<file path="config.mk">
export PLATFORM = sky130hd
export DESIGN_NAME = jump_unit_ras
export DESIGN_NICKNAME = d
export VERILOG_FILES = /design/src/rtl/jump_unit_ras.sv
export SDC_FILE = /design/constraint.sdc
export NUM_CORES = 1
export LEC_CHECK = 0
export BUFFER_PORTS_ARGS = -buffer_cell sky130_fd_sc_hd__buf_2
export CAP_MARGIN = 10
export CORE_ASPECT_RATIO = 1.2
export CORE_MARGIN = 3
export CORE_UTILIZATION = 52
export DETAILED_ROUTE_END_ITERATION = 8
export GPL_ROUTABILITY_DRIVEN = 0
export PLACE_DENSITY = 0.76
export SLEW_MARGIN = 20
export SYNTH_ARGS = -nofsm -noshare
export SYNTH_HDL_FRONTEND = slang
export SYNTH_SLANG_ARGS = --single-unit
</file>
<file path="constraint.sdc">
create_clock -name clk -period 3.56 [get_ports clk]
set_clock_uncertainty 0.15 [all_clocks]
set_input_delay 0 -clock clk [delete_from_list [all_inputs] [get_ports clk]]
set_output_delay 0 -clock clk [all_outputs]
set_load 0.05 [all_outputs]
</file>
<file path="src/rtl/jump_unit_ras.sv">
// Jump/branch-target unit: computes link and target for J/JR/JAL/JALR, flags overflow,
// registers results behind valid/ready, and keeps a circular return-address stack.
module jump_unit_ras #(
    parameter int WIDTH = 16,
    parameter int DEPTH = 8
) (
    input  logic             clk,
    input  logic             rst,
    input  logic             flush,
    input  logic             in_valid,
    output logic             in_ready,
    input  logic [4:0]       instr,
    input  logic [WIDTH-1:0] cur_pc,
    input  logic [WIDTH-1:0] imm,
    input  logic [WIDTH-1:0] rs_val,
    output logic             out_valid,
    input  logic             out_ready,
    output logic [WIDTH-1:0] nxt_pc,
    output logic [WIDTH-1:0] new_r7,
    output logic             link_we,
    output logic [WIDTH-1:0] pred_pc,
    output logic             pred_hit,
    output logic             err,
    output logic             ras_empty,
    output logic             ras_full
);

    localparam int PW  = $clog2(DEPTH);
    localparam int CW  = $clog2(DEPTH + 1);
    localparam int MSB = WIDTH - 1;

    typedef enum logic [4:0] {
        OP_J    = 5'b00100,
        OP_JR   = 5'b00101,
        OP_JAL  = 5'b00110,
        OP_JALR = 5'b00111
    } op_e;

    logic [WIDTH-1:0] r_stack [DEPTH];
    logic [PW-1:0]    r_ptr;
    logic [CW-1:0]    r_count;

    logic             w_accept;
    logic             w_is_j, w_is_jr, w_is_jal, w_is_jalr, w_legal;
    logic             w_nonempty;
    logic [PW-1:0]    w_top_idx;
    logic [WIDTH-1:0] w_top, w_link, w_base, w_sum, w_target, w_pred_pc;
    logic             w_of1, w_of2, w_err, w_pred_hit;

    always_comb begin
        in_ready   = (~out_valid | out_ready) & ~rst & ~flush;
        w_accept   = in_valid & in_ready;

        w_is_j     = (instr == OP_J);
        w_is_jr    = (instr == OP_JR);
        w_is_jal   = (instr == OP_JAL);
        w_is_jalr  = (instr == OP_JALR);
        w_legal    = w_is_j | w_is_jr | w_is_jal | w_is_jalr;

        w_link     = cur_pc + WIDTH'(2);
        w_base     = (w_is_jr | w_is_jalr) ? rs_val : w_link;
        w_sum      = w_base + imm;
        w_of1      = ~cur_pc[MSB] & w_link[MSB];
        w_of2      = (w_base[MSB] == imm[MSB]) & (w_sum[MSB] != w_base[MSB]);
        w_target   = w_legal ? w_sum : w_link;
        w_err      = ~w_legal | w_of1 | w_of2;

        // ptr points at the next free slot, so the top lives one below (wrapping)
        w_nonempty = (r_count != '0);
        w_top_idx  = r_ptr - PW'(1);
        w_top      = r_stack[w_top_idx];
        w_pred_pc  = (w_is_jr & w_nonempty) ? w_top : '0;
        w_pred_hit = w_is_jr & w_nonempty & (w_top == w_sum);

        ras_empty  = (r_count == '0);
        ras_full   = (r_count == CW'(DEPTH));
    end

    always_ff @(posedge clk) begin
        if (rst || flush) begin
            out_valid <= 1'b0;
            nxt_pc    <= '0;
            new_r7    <= '0;
            link_we   <= 1'b0;
            pred_pc   <= '0;
            pred_hit  <= 1'b0;
            err       <= 1'b0;
            r_ptr     <= '0;
            r_count   <= '0;
        end else begin
            if (w_accept) begin
                out_valid <= 1'b1;
                nxt_pc    <= w_target;
                new_r7    <= w_link;
                link_we   <= w_is_jal | w_is_jalr;
                pred_pc   <= w_pred_pc;
                pred_hit  <= w_pred_hit;
                err       <= w_err;
            end else if (out_ready) begin
                out_valid <= 1'b0;
            end

            if (w_accept) begin
                if (w_is_jal) begin
                    // when full, the slot at ptr holds the oldest entry and is overwritten
                    r_stack[r_ptr] <= w_link;
                    r_ptr          <= r_ptr + PW'(1);
                    if (!ras_full)
                        r_count <= r_count + CW'(1);
                end else if (w_is_jr) begin
                    if (w_nonempty) begin
                        r_ptr   <= w_top_idx;
                        r_count <= r_count - CW'(1);
                    end
                end else if (w_is_jalr) begin
                    // pop-then-push collapses to replacing the top in place
                    if (w_nonempty) begin
                        r_stack[w_top_idx] <= w_link;
                    end else begin
                        r_stack[r_ptr] <= w_link;
                        r_ptr          <= r_ptr + PW'(1);
                        r_count        <= CW'(1);
                    end
                end
            end
        end
    end

endmodule

</file>
==> results.md <==
- After detailed routing, the number of remaining DRC violations is 0.
- The overall overflow remaining after global route is 0.
- The share of the yosys chip area belonging to registers is 0.5752.
- In the finished design, the share of the clock period the worst path needs comes to 0.9622.
- The I/O pin count is 113.
- The final number of hold-violating endpoints is 0.
- The worst hold path cell count is 5.
- At the pin with the least slew margin, the transition time is 0.6217 ns.
- Setup repair after global routing left no endpoint under its margin.
- Measured along the x axis, the die boundary spans 124.3 microns.
- The most frequent standard cell in the layout excluding fill and tap cells is sky130_fd_sc_hd__edfxtp_1.
- Synthesis produced a netlist with a net count of 785.
- The number of DRC markers in iteration 0 is 639.
- The post-synthesis area per instance is 12.48 sq um.
- The total die area is 0.01840 sq mm.
- The cell with the biggest individual delay on the critical path is sky130_fd_sc_hd__dlygate4sd3_1.
- The required time of the critical path is 3.78 ns.
- For this configuration, the core starts out at a cell density of 0.5348.
- The total area inside the core boundary comes to 0.01634 sq mm.
- The main flop type after synthesis is sky130_fd_sc_hd__edfxtp_1.
- The cell at the root of the clock tree is sky130_fd_sc_hd__clkbuf_16.
- STA classifies the critical path endpoint as a flip-flop.
- Setup total negative slack on the finished layout was measured at 0 ns.
- After synthesis the netlist holds a flip-flop and latch count of 187.
- The number of CTS-inserted buffers is 17.
- The number of core rows is 51.
- Using the TritonRoute via totals, the vias-per-cell ratio works out to 5.904.
- The sum of internal, switching and leakage power is 4.843 mW.
- The classification of the worst setup path is reg -> reg.
- The start of the worst register-to-register path is r_count[0]$_SDFFE_PP0P_.
- The worst path arrival time is 3.65 ns.
- Summed over all layers, the routed wires come to 22170 microns.
- For this run, the detailed router's first-pass iteration total came to 5.
- The fraction of layout cells with a size suffix above 1 is 0.2520.
- The max-capacitance violation count is 0.
- The maximum number of pins on one net before global-route repair is 51.
- The number of antenna repair diodes is 0.
- The maximum resistive drop on vdd is 0.4127 mV.
- The area growth from synthesis to layout is 21.87%.
- The most critical setup path has its startpoint at r_count[0]$_SDFFE_PP0P_.
- The power density over cell area is 454.9 mW/mm^2.
- Synthesis produced a netlist whose cell count is 700.
- The maximum fanout encountered on the critical timing path is 7.
- The worst pin sits at a relative slew slack of 0.5840.
- Dividing the detail-routed wire length by the instance count gives 20.35 microns.
- The count of filler cells inserted in the layout is 1158.
- In the global route stage, overall resource usage came out at 0.2381.
- Based on the critical path, the design can be clocked at up to 0.2919 GHz.
- The latest clock arrival within the worst-skew pair is 0.43 ns.
- Traced cell by cell, the critical path runs through inv_1, ha_1, or3b_2, and2_1, xnor2_1, nor3_4, nand2_1, or3_1, a21oi_1, dlygate4sd3_1.
- The number of flops mapped to enable cells by yosys is 128.
- The buffer depth of the longest clock path is 2.
- TritonCTS built the clock tree.
- In the synthesized netlist the async set-or-reset flop fraction comes to 0.
- The overall via count from detail_route is 6430.
- The global-route wire length before repair is 34440 microns.
- The clock edge transition at the registers on the reported setup and hold paths is 0.07 ns.
- The initial antenna violation count is 0.
- The number of buffers inserted by port buffering is 112.
- The clock tree synthesis step divided the H-tree into 4 levels.
- Setup violations remaining at the end of the flow were counted as 0.
- The library cells used most frequently in the layout, excluding fill and tap cells, are 128 x sky130_fd_sc_hd__edfxtp_1, 112 x sky130_fd_sc_hd__buf_2, 63 x sky130_fd_sc_hd__nand2_1.
- The worst setup path is launched from a flip-flop.
- The hold path startpoint is cur_pc[15].
- The residual antenna-violating net count after detailed routing is 0.
- The number of pins with negative max-slew slack in the final report was 0.
- The utilization after layout is 0.6517.
- Counting I/O delays and the setup requirement, the final critical path takes 3.425 ns.
- In this run the static leakage power is 4.150 nW.
- For this design, the sink count on the clock tree is 187.
- Summing every instance area after synthesis gives 0.008736 sq mm.
- The number of global-route vias before repair came to 6323.
- The flow ran to the end, and the final reports show no timing, DRC or antenna violations.
- Synthesis instantiated 59 different standard cells from the library.
- The min-delay analysis places its worst path in the category in -> reg.
- The number of synthesis warnings is 0.
- The die is 148.0 microns tall.
- The stage delay of the slowest cell on the critical path is 0.59 ns.
- The final-layout worst hold slack is 0.009533 ns.
- The placed wire-length estimate is 15410 microns.
- The final-stage net count is 949.
- The cell depth of the worst flop-to-flop path is 10.
[logic make-up after synthesis]
group / after synthesis / synth area share
compound gates: 131 / 0.08737
buf+inv: 58 / 0.03008
fa+ha+maj: 27 / 0.03953
flops: 187 / 0.5752
simple gates: 193 / 0.1020
mux: 52 / 0.1116
xor+xnor: 52 / 0.05428
[layout make-up]
class / instances / area, sq um / area share
sequential: 187 / 5026 / 0.4721
multi-input combinational: 455 / 3482 / 0.3271
timing repair buffer: 178 / 1189 / 0.1116
clock buffer: 18 / 429.2 / 0.04031
tap: 212 / 265.3 / 0.02491
clock inverter: 14 / 161.4 / 0.01516
inverter: 25 / 93.84 / 0.008814
[critical path: cells and delay by family (launching register included)]
kind	cells	cell delay, ns
fa+ha+maj	1	0.17
compound gates	1	0.18
simple gates	5	1.61
flops	1	0.35
buf+inv	2	0.72
xor+xnor	1	0.20
[where the power goes]
group | internal (mW) | switching (mW)
registers | 2.34 | 0.00917
logic | 0.220 | 0.366
clock network | 1.05 | 0.854
[state kept, by name (all words and copies together) (netlist names), 3 cells and up]
| name | count |
|---|---|
| r_count | 4 |
| r_stack | 128 |
| pred_pc | 16 |
| nxt_pc | 16 |
| r_ptr | 3 |
| new_r7 | 16 |
[cell usage after synthesis, types with 2 or more instances]
master | n | area, sq um
sky130_fd_sc_hd__nor2b_1 | 3 | 18.77
sky130_fd_sc_hd__nor4_2 | 2 | 25.02
sky130_fd_sc_hd__xor2_1 | 21 | 183.9
sky130_fd_sc_hd__mux2_2 | 3 | 33.78
sky130_fd_sc_hd__and3_1 | 7 | 43.79
sky130_fd_sc_hd__clkbuf_1 | 24 | 90.09
sky130_fd_sc_hd__a21o_1 | 6 | 45.04
sky130_fd_sc_hd__and2_1 | 3 | 18.77
sky130_fd_sc_hd__a21oi_1 | 32 | 160.2
sky130_fd_sc_hd__nor2_1 | 54 | 202.7
sky130_fd_sc_hd__buf_6 | 3 | 33.78
sky130_fd_sc_hd__nor3_1 | 5 | 25.02
sky130_fd_sc_hd__o31ai_1 | 2 | 15.01
sky130_fd_sc_hd__mux2i_1 | 16 | 160.2
sky130_fd_sc_hd__mux4_1 | 10 | 262.8
sky130_fd_sc_hd__nand2_1 | 63 | 236.5
sky130_fd_sc_hd__dfxtp_1 | 59 | 1181
sky130_fd_sc_hd__o21a_1 | 2 | 15.01
sky130_fd_sc_hd__mux4_2 | 22 | 495.5
sky130_fd_sc_hd__o211ai_1 | 3 | 22.52
sky130_fd_sc_hd__ha_1 | 26 | 325.3
sky130_fd_sc_hd__buf_2 | 4 | 20.02
sky130_fd_sc_hd__o21ai_0 | 62 | 310.3
sky130_fd_sc_hd__edfxtp_1 | 128 | 3844
sky130_fd_sc_hd__xnor2_1 | 30 | 262.8
sky130_fd_sc_hd__a31oi_1 | 3 | 18.77
sky130_fd_sc_hd__nand3_1 | 40 | 200.2
sky130_fd_sc_hd__or3_1 | 3 | 18.77
sky130_fd_sc_hd__nand4_1 | 2 | 12.51
sky130_fd_sc_hd__inv_1 | 25 | 93.84
sky130_fd_sc_hd__a211oi_1 | 9 | 67.56
[worst paths after layout]
kind,endpoint,slack [ns]
hold reg to reg,link_we$_SDFFE_PP0P_,0.30
setup / recovery,r_count[2]$_SDFFE_PP0P_,0.13
hold / removal,err$_SDFFE_PP0P_,0.01
setup reg to reg,r_count[2]$_SDFFE_PP0P_,0.13
[metrics by stage]
stage               setup slack (ns)  cells  area, sq um
global placement              0.3486   1026         9719
floorplan                    0.07517    700         8736
finish                        0.1346   1089        10650
detailed placement            0.1225   1026         9719
CTS                          0.02657   1086        10590
global route                 0.01249   1089        10650
[repair_timing]
action	in CTS	in global routing
endpoints found under the setup margin	0	4
gates resized for setup	0	6
hold buffers	28	0
endpoints found under the hold margin	61	0
buffers inserted	0	3
[layer usage]
layer,global-route usage,up-vias,part of all wire
li1,-,2912,-
met1,0.2994,3135,0.40
met2,0.4156,328,0.51
met3,0.04120,55,0.065
met4,0.08772,0,0.031
met5,0,-,0
Note: power is estimated with default switching activity, not from simulation.
